File: src/rtl/train_motion_sequencer.sv
// Train motion sequencer.
// Initiator on the countdown-timer interface: every timed phase loads its
// duration with a one-cycle strobe and waits for a fresh tmr_done. The state
// code is published on present_state. Motor, door and alarm drives are Moore
// outputs, registered together with the state.
module train_motion_sequencer #(
  parameter int unsigned   TW      = 19,
  parameter logic [TW-1:0] T_ALARM = 19'd50000,
  parameter logic [TW-1:0] T_ACCEL = 19'd200000,
  parameter logic [TW-1:0] T_BRAKE = 19'd150000,
  parameter logic [TW-1:0] T_DOOR  = 19'd40000,
  parameter logic [TW-1:0] T_DWELL = 19'd100000
) (
  input  logic          clk,
  input  logic          rst,
  input  logic          start,
  input  logic          station_sensor,
  input  logic          door_closed,
  input  logic          obstacle,
  input  logic          emergency,
  input  logic          tmr_done,
  output logic [TW-1:0] tmr_value,
  output logic          tmr_load,
  output logic [3:0]    present_state,
  output logic [1:0]    motor_cmd,
  output logic          doors_open,
  output logic          alarm,
  output logic [7:0]    stop_count
);

  localparam logic [3:0] S_IDLE       = 4'd0;
  localparam logic [3:0] S_WARN       = 4'd1;
  localparam logic [3:0] S_ACCEL      = 4'd2;
  localparam logic [3:0] S_CRUISE     = 4'd3;
  localparam logic [3:0] S_BRAKE      = 4'd4;
  localparam logic [3:0] S_DOOR_OPEN  = 4'd5;
  localparam logic [3:0] S_DWELL      = 4'd6;
  localparam logic [3:0] S_DOOR_CLOSE = 4'd7;
  localparam logic [3:0] S_EMERG      = 4'd8;
  localparam logic [3:0] S_FAULT      = 4'd9;

  localparam logic [1:0] M_STOP   = 2'b00;
  localparam logic [1:0] M_ACCEL  = 2'b01;
  localparam logic [1:0] M_CRUISE = 2'b10;
  localparam logic [1:0] M_BRAKE  = 2'b11;

  typedef struct packed {
    logic [1:0] motor;
    logic       doors;
    logic       alarm;
  } drive_t;

  logic [3:0]    state, state_next;
  logic          armed, expired, load_next, stop_inc;
  logic [TW-1:0] dur_cur, dur_next;
  drive_t        drv, drv_next;

  // States that own a timer interval.
  function automatic logic is_timed(input logic [3:0] s);
    case (s)
      S_WARN, S_ACCEL, S_BRAKE, S_DOOR_OPEN,
      S_DWELL, S_DOOR_CLOSE, S_EMERG: is_timed = 1'b1;
      default:                        is_timed = 1'b0;
    endcase
  endfunction

  // Interval length for each timed state (door close reuses T_DOOR as its
  // timeout, emergency hold reuses T_BRAKE).
  function automatic logic [TW-1:0] duration(input logic [3:0] s);
    case (s)
      S_WARN:       duration = T_ALARM;
      S_ACCEL:      duration = T_ACCEL;
      S_BRAKE:      duration = T_BRAKE;
      S_DOOR_OPEN:  duration = T_DOOR;
      S_DWELL:      duration = T_DWELL;
      S_DOOR_CLOSE: duration = T_DOOR;
      S_EMERG:      duration = T_BRAKE;
      default:      duration = '0;
    endcase
  endfunction

  assign dur_cur  = duration(state);
  assign dur_next = duration(state_next);

  // A zero-length phase is done on its only cycle; otherwise only a done
  // seen after the timer went busy again counts, so a stale flag is ignored.
  assign expired = (is_timed(state) && (dur_cur == '0)) ? 1'b1 : (armed & tmr_done);

  // Next-state selection, one transition per clock in priority order.
  always_comb begin
    state_next = state;
    stop_inc   = 1'b0;
    if (state > S_FAULT) begin
      state_next = S_FAULT;
    end else if (emergency && (state != S_IDLE) && (state != S_EMERG) && (state != S_FAULT)) begin
      state_next = S_EMERG;
    end else begin
      case (state)
        S_IDLE:       if (start && door_closed) state_next = S_WARN;
        S_WARN:       if (expired) state_next = S_ACCEL;
        S_ACCEL:      if (expired) state_next = S_CRUISE;
        S_CRUISE:     if (station_sensor) state_next = S_BRAKE;
        S_BRAKE:      if (expired) state_next = S_DOOR_OPEN;
        S_DOOR_OPEN:  if (expired) state_next = S_DWELL;
        S_DWELL:      if (expired) state_next = S_DOOR_CLOSE;
        S_DOOR_CLOSE: begin
          if (obstacle) begin
            state_next = S_DOOR_OPEN;
          end else if (door_closed) begin
            state_next = S_WARN;
            stop_inc   = 1'b1;
          end else if (expired) begin
            state_next = S_FAULT;
          end
        end
        S_EMERG:      if (expired && !emergency) state_next = S_IDLE;
        default:      state_next = S_FAULT;
      endcase
    end
  end

  // Load strobe accompanies every entry into a timed state with a nonzero
  // interval; holding in a state never reloads.
  assign load_next = (state_next != state) && is_timed(state_next) && (dur_next != '0);

  // Moore drive decode for the state being entered.
  always_comb begin
    drv_next = '0;
    case (state_next)
      S_WARN:               drv_next.alarm = 1'b1;
      S_ACCEL:              drv_next.motor = M_ACCEL;
      S_CRUISE:             drv_next.motor = M_CRUISE;
      S_BRAKE:              drv_next.motor = M_BRAKE;
      S_DOOR_OPEN, S_DWELL: drv_next.doors = 1'b1;
      S_EMERG: begin
        drv_next.motor = M_BRAKE;
        drv_next.alarm = 1'b1;
      end
      S_FAULT:              drv_next.alarm = 1'b1;
      default:              drv_next.motor = M_STOP;
    endcase
  end

  // State and drive registers.
  always_ff @(posedge clk or posedge rst) begin
    if (rst) begin
      state <= S_IDLE;
      drv   <= '0;
    end else begin
      state <= state_next;
      drv   <= drv_next;
    end
  end

  // Timer interface: value is held between loads, strobe lasts one cycle.
  always_ff @(posedge clk or posedge rst) begin
    if (rst) begin
      tmr_load  <= 1'b0;
      tmr_value <= '0;
    end else begin
      tmr_load <= load_next;
      if (load_next) tmr_value <= dur_next;
    end
  end

  // Arm once the timer reports busy after a load.
  always_ff @(posedge clk or posedge rst) begin
    if (rst)            armed <= 1'b0;
    else if (load_next) armed <= 1'b0;
    else if (!tmr_done) armed <= 1'b1;
  end

  // Completed station stops, wrapping at 8 bits.
  always_ff @(posedge clk or posedge rst) begin
    if (rst)           stop_count <= 8'd0;
    else if (stop_inc) stop_count <= stop_count + 8'd1;
  end

  assign present_state = state;
  assign motor_cmd     = drv.motor;
  assign doors_open    = drv.doors;
  assign alarm         = drv.alarm;

endmodule

File: config.mk
export PLATFORM = sky130hd
export DESIGN_NAME = train_motion_sequencer
export DESIGN_NICKNAME = d
export VERILOG_FILES = /design/src/rtl/train_motion_sequencer.sv
export SDC_FILE = /design/constraint.sdc
export NUM_CORES = 1
export LEC_CHECK = 0
export CORE_MARGIN = 2
export CORE_UTILIZATION = 43
export CTS_CLUSTER_DIAMETER = 50
export DETAILED_ROUTE_END_ITERATION = 7
export GPL_ROUTABILITY_DRIVEN = 0
export PLACE_DENSITY = 0.78
export RECOVER_POWER = 50
export SYNTH_ARGS = -nofsm -noshare
export SYNTH_HDL_FRONTEND = slang
export SYNTH_SLANG_ARGS = --single-unit
File: constraint.sdc
create_clock -name clk -period 2.4 [get_ports clk]
set_clock_uncertainty 0.15 [all_clocks]
set_input_delay 0.6 -clock clk [delete_from_list [all_inputs] [get_ports clk]]
set_output_delay 0.6 -clock clk [all_outputs]
set_load 0.05 [all_outputs]
==> flow_summary.ini <==
[run_status]
status = finished with violations
violations = negative setup slack

[power_and_ir_drop]
switchingPower_mw = 1.37
clockPowerShare = 0.132
combinationalPowerShare = 0.634
irDropWorstVdd_mv = 0.669
p_per_area_mw_per_mm2 = 1200
p_seq_frac = 0.234
swShare = 0.459
p_leak_nw = 1.14
intPower_mw = 1.61

[timing]
worst_pin_slew_ns = 0.730
final_max_slew_viol_count = 0
hold_viol = 0
holdWs_ns = 0.319
fin_ws_ns = -0.134
rsz0062_at_grt = true
fin_crit_ns = 2.53
setup_viol = 9
timing.fmax_ghz = 0.395
relSlewSlack = 0.513
final.period_utilization = 1.06

[global_routing]
grt_start_max_net_pins = 30
grt_pass1_vias = 1530
grt_usage = 0.214
antenna_found_initial = 0
overflow = 0
grt_pass1_wl_mm = 6.93

[critical_path]
r2r_slack_ns = -0.12
path_max_fanout = 6
worstPathArrival_ns = 2.55
worstReg2RegStart = present_state[1]
rr_endpoint = tmr_value[8]
startpoint_type = input port
cp.required_ns = 2.42
worstSetupPathType = in -> reg
endpoint_kind = flop
reg2reg_depth = 8

[yosys]
syn_inst = 173
yosysSeqAreaShare = 0.448
synth_top_area_frac = 0.448
synth_top_area_cell = dfrtp_1
synth_cell_types = 52
async_flop_share = 1.00
syn-cell-area_sq_mm = 0.00162
ys_warn_count = 0
avgSynthCellArea_sq_um = 9.36
synth.ff_latch_count = 29
synth_edf_count = 0
synthTopCellsByArea = dfrtp_1, nand2_1, buf_4, xnor2_1, nor2_1
yosys_most_used_dff = dfrtp_1

[route]
routed_wl_mm = 4.31
viasPerCell = 5.23
remaining_drc_errors = 0
antenna_left = 0
routedWlPerCell_um = 14.3
dr.pass1.iters = 4
vias = 1573
drt_iter0_drc = 91

[clock_tree]
hold_buffers = 0
tritoncts = built
worstSkewPairLatency_ns = 0.28
cts_root_buffer = clkbuf_8
clk_pin_slew_worst_paths_ns = 0.05
cts_sinks = 29
h-tree-depth = 2
clk_path_buf_depth = 2
cts_buffers = 5

[layout]
final_common_cell = buf_4
drive_gt1_frac = 0.344
area_delta_synth_final_pct = 53.8
antenna_cells = 0
multiInputGateArea_sq_um = 898
final_cell_mix = buf_4, clkdlybuf4s50_1, dfrtp_1
ff_latch_area_sq_um = 729
final_area_sq_mm = 0.00249
fin_nets = 262
filler_cell_count = 298

[place]
hpwlAfterDp_mm = 2.80
dp_slack_ns = -0.727
port_buffers = 37
placed_area_sq_mm = 0.00228

[die]
core_area_sq_mm = 0.00363
top_level_ports = 44
rows = 22
die_h_um = 65.4
die_area_sq_mm = 0.00427
die_w_um = 65.4
start_util = 0.446

[hold_path]
hold_path_end = stop_count[7]
holdPathStages = 1
worst_hold_path_type = reg -> reg
hold_path.startpoint = stop_count[7]

[run]
maxCapViolCount = 0
synth_stat cells, drive strengths merged (3+ instances only):
| library cell | instances |
|---|---|
| inv | 8 |
| nor3 | 3 |
| clkbuf | 4 |
| nor2 | 11 |
| nand2b | 3 |
| nand3 | 6 |
| xnor2 | 6 |
| nand2 | 23 |
| o21ai | 12 |
| a21oi | 6 |
| dfrtp | 29 |
| or3 | 4 |
| buf | 11 |
| nand4 | 5 |
| o31ai | 3 |
registers in the layout, summed over array words and instances, names as in the netlist:
name           cells
alarm              1
armed              1
doors_open         1
motor_cmd          2
present_state      4
stop_count         8
tmr_load           1
tmr_value         11
worst max path at each step:
stage                          start           end  slack (ns)
floorplan                   tmr_done  tmr_value[8]       -0.19
global placement            tmr_done  tmr_value[8]       -0.71
detailed placement          tmr_done  tmr_value[8]       -0.73
CTS                 present_state[1]  tmr_value[8]       -0.16
global route        present_state[1]  tmr_value[8]       -0.19
finish                      tmr_done  tmr_value[8]       -0.13
critical path: stages:
cell	delay, ns
buf_2	0.11
and3b_1	0.21
or4b_4	0.52
a32o_2	0.29
and3_4	0.16
a221o_4	0.40
clkinv_4	0.08
o211ai_1	0.08
o21a_1	0.11
final cells by class:
cell class | count | share of cell area
clock buffer | 7 | 0.0347
inverter | 9 | 0.0156
multi-input combinational | 125 | 0.361
sequential | 29 | 0.293
tap | 48 | 0.0241
timing repair buffer | 83 | 0.272
power groups by stage:
stage               Combinational [mW]  Clock, mW  Sequential, mW
finish                            1.89      0.395           0.697
global route                      2.01      0.430           0.713
CTS                               1.85      0.406           0.699
detailed placement                1.73          0           0.705
global placement                  1.72          0           0.706
floorplan                        0.669          0            1.12
layer usage:
layer	GRT usage	vias up	routed length, um
met5	0	-	0
met3	0.0634	8	282
met2	0.341	56	2100
li1	-	766	-
met4	0.0885	0	78
met1	0.272	743	1850
logic make-up after synthesis:
group / Yosys count / share of synthesized area
compound gates: 39 / 0.179
fa+ha+maj: 1 / 0.00773
flops: 29 / 0.448
other cells: 1 / 0.00232
buf+inv: 24 / 0.0796
simple gates: 71 / 0.239
xor+xnor: 7 / 0.0379
mux: 1 / 0.00695
repair_timing:
| item | in CTS | in global routing |
|---|---|---|
| resized for setup | 25 | 10 |
| endpoints found under the setup margin | 17 | 16 |
| pin swaps | 10 | 5 |
| setup buffers | 5 | 1 |
per-stage QoR:
step | util | TNS, ns | power, mW | instances
2_1_floorplan | - | -0.838 | 1.79 | 178
3_5_place_dp | 0.626 | -12.12 | 2.44 | 288
5_1_grt | 0.685 | -1.81 | 3.15 | 301
6_report | 0.685 | -0.814 | 2.98 | 301
4_1_cts | 0.678 | -0.963 | 2.95 | 300
3_3_place_gp | 0.626 | -11.61 | 2.42 | 288
No activity file was read; power rests on OpenSTA's default activity.
==> edit 1: new RTL, same flow settings <==
The parameter `TW` goes from 19 to 38.
--- a/src/rtl/train_motion_sequencer.sv
+++ b/src/rtl/train_motion_sequencer.sv
@@ -4,7 +4,7 @@
 // code is published on present_state. Motor, door and alarm drives are Moore
 // outputs, registered together with the state.
 module train_motion_sequencer #(
-  parameter int unsigned   TW      = 19,
+  parameter int unsigned   TW      = 38,
   parameter logic [TW-1:0] T_ALARM = 19'd50000,
   parameter logic [TW-1:0] T_ACCEL = 19'd200000,
   parameter logic [TW-1:0] T_BRAKE = 19'd150000,
Ports: changed (resized tmr_value); port bits go from 44 to 63. The function was not compared with the original's and may differ.
==> edit 1 against the original RTL <==
The run still ends with setup timing left; sequential cell count did not move; synthesized area rose by 8.8%; setup slack got worse by 0.029 ns; total power rose by 5.6%; via count rose by 5.4%; highest routed layer unchanged; largest power group unchanged; worst hold slack improved by 0.019 ns; design area rose by 5.3%; wire length rose by 4.7%.
==> edit 1: results (changes against the original RTL) <==
grt_use_total_pct: 19.71  # -1.7 points
ctsResizeCount: 21  # -16%
violations: "setup timing"
setup_viol: 11  # +2
netlist_top_cells_area: "dfrtp_1, buf_4, nand2_1"
p_int_mw: 1.668  # +3.4%
power_frac_comb_pct: 64.9  # +1.5 points
drive_above_1_share_pct: 35.04  # +0.65 points
synth_compound_area_share_pct: 16.41  # -1.4 points
synth_xor_area_share_pct: 3.480  # -0.31 points
cts-root-buf: "clkbuf_8"
status: "finished with violations"
ir_worst_vdd_uv: 760.8  # +14%
seq-power_mw: 0.706  # +1%
firstDrtPassIters: 4  # unchanged
setup_slack_ns: -0.1636  # -0.02950 ns
netlist_top_cells_count: "dfrtp_1, buf_4, nand2_1"
post-place-ws_ns: -0.7449  # -0.01838 ns
ys_seq_area_share_pct: 41.19  # -3.6 points
synthMuxAreaShare_pct: 0.6392  # -0.056 points
grt_start_max_net_pins: 30  # unchanged
grt_pass1_wl_mm: 6.748  # -2.6%
antenna_found_initial: 0  # unchanged
finalSetupTns_ns: -1.017  # -0.2034 ns
wire_per_inst_um: 13.94  # -2.8%
r2r_cells: 8  # unchanged
maxSlewHeadroom_pct: 53.72  # +2.4 points
crit_fanout: 4  # -2
dp_hpwl_mm: 3.003  # +7.3%
synth_fa_ha_area_share_pct: 0.7102  # -0.063 points
yosys_warnings: 0  # unchanged
antenna_cells: 0  # unchanged
arrival_ns: 2.58  # +0.03 ns
drt-vias-per-instance: 5.117  # -2.1%
reg2reg_to: "tmr_value[15]"
p_leak_nw: 1.231  # +7.6%
grt_pass1_vias: 1496  # -2.2%
nFillCells: 337  # +13%
dr.first_iter.drc_count: 112  # +23%
nets: 283  # +8.0%
min_path_type: "flop to flop"
[edit 1: metal layers]
metal	track usage (%)	vias up	wire (µm)
li1	-	783	-
met1	24.82	798	1840
met2	29.98	65	2289
met3	7.237	12	299
met4	9.250	0	85
met5	0	-	0
[edit 1: area by class of cell]
cell class | instances | share of cell area (%)
inverter | 9 | 1.480
tap | 50 | 2.387
multi-input combinational | 144 | 37.85
clock buffer | 7 | 3.294
sequential | 29 | 27.83
timing repair buffer | 85 | 27.16
[edit 1: how the worst min path moves through the flow]
stage	start	endpoint	depth (start not counted)
after global placement	stop_count[7]	stop_count[7]	1
after global routing	stop_count[7]	stop_count[7]	1
after detailed placement	tmr_value[16]	tmr_value[16]	2
after floorplan	armed	armed	2
final	tmr_value[16]	tmr_value[16]	2
after CTS	tmr_value[16]	tmr_value[16]	2
[edit 1: metrics by stage]
stage          util (%)  power [mW]  cells  area [µm²]  hold slack (ns)
6_report          66.01       3.147    324        2621           0.3381
5_1_grt           66.01       3.306    324        2621           0.3670
4_1_cts           63.61       2.993    323        2526           0.3393
3_5_place_dp      59.48       2.507    311        2362           0.3189
3_3_place_gp      59.48       2.482    311        2362           0.3145
2_1_floorplan         -       1.879    216        1867           0.3797
[edit 1: cell families after synthesis]
| logic type | after synthesis |
|---|---|
| mux | 1 |
| other cells | 1 |
| buf+inv | 43 |
| flops | 29 |
| xor+xnor | 7 |
| fa+ha+maj | 1 |
| compound gates | 39 |
| simple gates | 71 |
[edit 1: worst max-delay path, cell delays in order]
cell	delay, ns
buf_2	0.12
and3b_1	0.20
or4b_4	0.50
a32o_2	0.29
and3_4	0.17
a221o_4	0.39
buf_12	0.14
nor2_4	0.10
nor2_1	0.05
==> edit 2: new RTL, same flow settings <==
Made on the original files. Add an input register stage for `start`, `station_sensor`, `door_closed`, `obstacle`, `emergency` and `tmr_done`; this delays them by one clock. Comments in the files are not updated.
--- a/src/rtl/train_motion_sequencer.sv
+++ b/src/rtl/train_motion_sequencer.sv
@@ -50,6 +50,22 @@
     logic       alarm;
   } drive_t;
 
+  logic start_q;
+  logic station_sensor_q;
+  logic door_closed_q;
+  logic obstacle_q;
+  logic emergency_q;
+  logic tmr_done_q;
+
+  always_ff @(posedge clk) begin
+    start_q          <= start;
+    station_sensor_q <= station_sensor;
+    door_closed_q    <= door_closed;
+    obstacle_q       <= obstacle;
+    emergency_q      <= emergency;
+    tmr_done_q       <= tmr_done;
+  end
+
   logic [3:0]    state, state_next;
   logic          armed, expired, load_next, stop_inc;
   logic [TW-1:0] dur_cur, dur_next;
@@ -84,7 +100,7 @@
 
   // A zero-length phase is done on its only cycle; otherwise only a done
   // seen after the timer went busy again counts, so a stale flag is ignored.
-  assign expired = (is_timed(state) && (dur_cur == '0)) ? 1'b1 : (armed & tmr_done);
+  assign expired = (is_timed(state) && (dur_cur == '0)) ? 1'b1 : (armed & tmr_done_q);
 
   // Next-state selection, one transition per clock in priority order.
   always_comb begin
@@ -92,28 +108,28 @@
     stop_inc   = 1'b0;
     if (state > S_FAULT) begin
       state_next = S_FAULT;
-    end else if (emergency && (state != S_IDLE) && (state != S_EMERG) && (state != S_FAULT)) begin
+    end else if (emergency_q && (state != S_IDLE) && (state != S_EMERG) && (state != S_FAULT)) begin
       state_next = S_EMERG;
     end else begin
       case (state)
-        S_IDLE:       if (start && door_closed) state_next = S_WARN;
+        S_IDLE:       if (start_q && door_closed_q) state_next = S_WARN;
         S_WARN:       if (expired) state_next = S_ACCEL;
         S_ACCEL:      if (expired) state_next = S_CRUISE;
-        S_CRUISE:     if (station_sensor) state_next = S_BRAKE;
+        S_CRUISE:     if (station_sensor_q) state_next = S_BRAKE;
         S_BRAKE:      if (expired) state_next = S_DOOR_OPEN;
         S_DOOR_OPEN:  if (expired) state_next = S_DWELL;
         S_DWELL:      if (expired) state_next = S_DOOR_CLOSE;
         S_DOOR_CLOSE: begin
-          if (obstacle) begin
+          if (obstacle_q) begin
             state_next = S_DOOR_OPEN;
-          end else if (door_closed) begin
+          end else if (door_closed_q) begin
             state_next = S_WARN;
             stop_inc   = 1'b1;
           end else if (expired) begin
             state_next = S_FAULT;
           end
         end
-        S_EMERG:      if (expired && !emergency) state_next = S_IDLE;
+        S_EMERG:      if (expired && !emergency_q) state_next = S_IDLE;
         default:      state_next = S_FAULT;
       endcase
     end
@@ -167,7 +183,7 @@
   always_ff @(posedge clk or posedge rst) begin
     if (rst)            armed <= 1'b0;
     else if (load_next) armed <= 1'b0;
-    else if (!tmr_done) armed <= 1'b1;
+    else if (!tmr_done_q) armed <= 1'b1;
   end
 
   // Completed station stops, wrapping at 8 bits.
Formal check against the unedited RTL: not equivalent (Yosys sat finds a counterexample within 4 cycles, from zero or initial values and one cycle with rst high).
==> edit 2 against the original RTL <==
Non-clock buffer count shrank 16; sequential cell count grew 6; largest cell class unchanged; setup slack gained 0.054 ns; synthesized area grew 12%; design area grew 3.9%; largest power group unchanged; wire length shrank 2.0%; first-iteration DRC count shrank 23%; highest routed layer unchanged; total power grew 7.3%; the run still ends with setup timing left.
==> edit 2: results (changes against the original RTL) <==
violations: "setup timing"
grtUsageMet2_pct: 32.09  # -2.0 points
grt_pass1_vias: 1441  # -5.8%
setup_slack_ns: -0.07982  # +0.05425 ns
cp-startpoint: "present_state[2]"
yosys_warnings: 0  # unchanged
switching_share_pct: 45.18  # -0.68 points
cts.clk_slew.worst_paths_ns: 0.07  # +0.02 ns
regArea_um2: 853.3  # +17%
hp-start: "stop_count[7]"
finalSetupTns_ns: -0.4976  # +0.3164 ns
firstDrtPassIters: 4  # unchanged
cts_made_buffers: 5  # unchanged
largest-register: "tmr_value"
drt-vias-per-instance: 5.285  # +1.1%
wire_per_inst_um: 15.05  # +5.0%
netlist_top_cells_area: "dfrtp_1, dfxtp_1, buf_4"
p_leak_nw: 1.200  # +4.9%
async_reset_ff_share_pct: 82.86  # -17 points
antenna_cells: 0  # unchanged
grt_pass1_wl_mm: 6.658  # -3.9%
grt_use_total_pct: 19.71  # -1.7 points
gr-usage-met1_pct: 22.85  # -4.3 points
post-place-ws_ns: -0.08915  # +0.6374 ns
status: "finished with violations"
ys_seq_area_share_pct: 46.69  # +1.9 points
ir_worst_vdd_uv: 666.8  # -0.34%
crit_slowest_cell: "dfrtp_2"
nFillCells: 311  # +4.4%
synth_cell_type_count: 59  # +13%
nets: 239  # -8.8%
min_path_type: "flop to flop"
dp_hpwl_mm: 2.777  # -0.77%
htreeDepth: 2  # unchanged
setup_viol: 8  # -1
port_buffers: 37  # unchanged
cts_buffer_depth: 2  # unchanged
cp_top_family: "compound AO/OA/AOI/OAI gates"
largest_reg_flops: 11  # unchanged
netlist_top_cells_count: "dfrtp_1, inv_1, buf_4, nand2_1, o21ai_0"
cpPeakStageDelay_ns: 0.46  # -0.06 ns
crit_fanout: 7  # +1
grtUsageMet3_pct: 5.844  # -0.49 points
dr.first_iter.drc_count: 70  # -23%
antenna_found_initial: 0  # unchanged
drive_above_1_share_pct: 34.63  # +0.24 points
grt_start_max_net_pins: 30  # unchanged
cts-root-buf: "clkbuf_8"
clock_latency_ns: 0.30  # +0.02 ns
arrival_ns: 2.51  # -0.04 ns
tightest_slew_ns: 0.7137  # -0.01617 ns
edit 2: cell count changes after synthesis, sizes merged, moves of 3 or more:
cell,delta
clkbuf,-3
dfxtp,+6
mux2,+6
xor2,+3
nand4,-3
nand2,-11
o21ai,-4
inv,+3
edit 2: power groups by stage:
stage | combinational (mW) | sequential, mW | clock [mW]
after floorplan | 0.834 | 1.24 | 0
after global placement | 1.67 | 0.852 | 0
after detailed placement | 1.70 | 0.855 | 0
after CTS | 1.84 | 0.840 | 0.440
after global routing | 2.05 | 0.854 | 0.464
final | 1.94 | 0.831 | 0.422
edit 2: metal layers:
| layer | wire (µm) | part of all wire [%] |
|---|---|---|
| met1 | 1757 | 42 |
| met2 | 2135 | 50 |
| met3 | 210 | 5.0 |
| met5 | 0 | 0 |
| met4 | 124 | 2.9 |
edit 2: area by class of cell:
cell class	count	share of cell area (%)
clock buffers	5	2.661
repair buffers	67	24.87
well taps	50	2.419
inverters	12	1.935
flip-flops and latches	35	32.99
multi-input cells	109	34.35
clock inverters	3	0.7741
edit 2: stage by stage:
step	power [mW]	instances	cell area (µm²)
floorplan	2.078	170	1843
global placement	2.522	256	2270
detailed placement	2.553	256	2270
CTS	3.121	278	2499
global route	3.370	281	2586
finish	3.198	281	2586
edit 2: path summary, 6_finish.rpt:
check	end	slack, ns	cells past startpoint
worst max-delay path	tmr_value[14]	-0.08	9
worst max register to register	tmr_value[14]	-0.08	9
worst min-delay path	stop_count[7]	0.33	1
max in group asynchronous	present_state[2]	0.81	3
min in group asynchronous	tmr_value[17]	0.79	3
worst min register to register	stop_count[7]	0.33	1
edit 2: logic make-up after synthesis:
logic type | synth area share, %
muxes | 6.492
xor gates and xnor gates | 4.351
adders and majority gates | 0.6905
buffers and inverters | 8.632
DFF | 46.69
AOI/OAI and AO/OA | 19.06
other | 0.2070
and+or+nand+nor | 13.88
edit 2: timing repair:
action | 4_1_cts | 5_1_grt
resized for setup | 6 | 18
pin swaps | 6 | 8
hold buffers | 0 | 0
setup endpoints to repair | 6 | 11
buffers inserted | 14 | 3
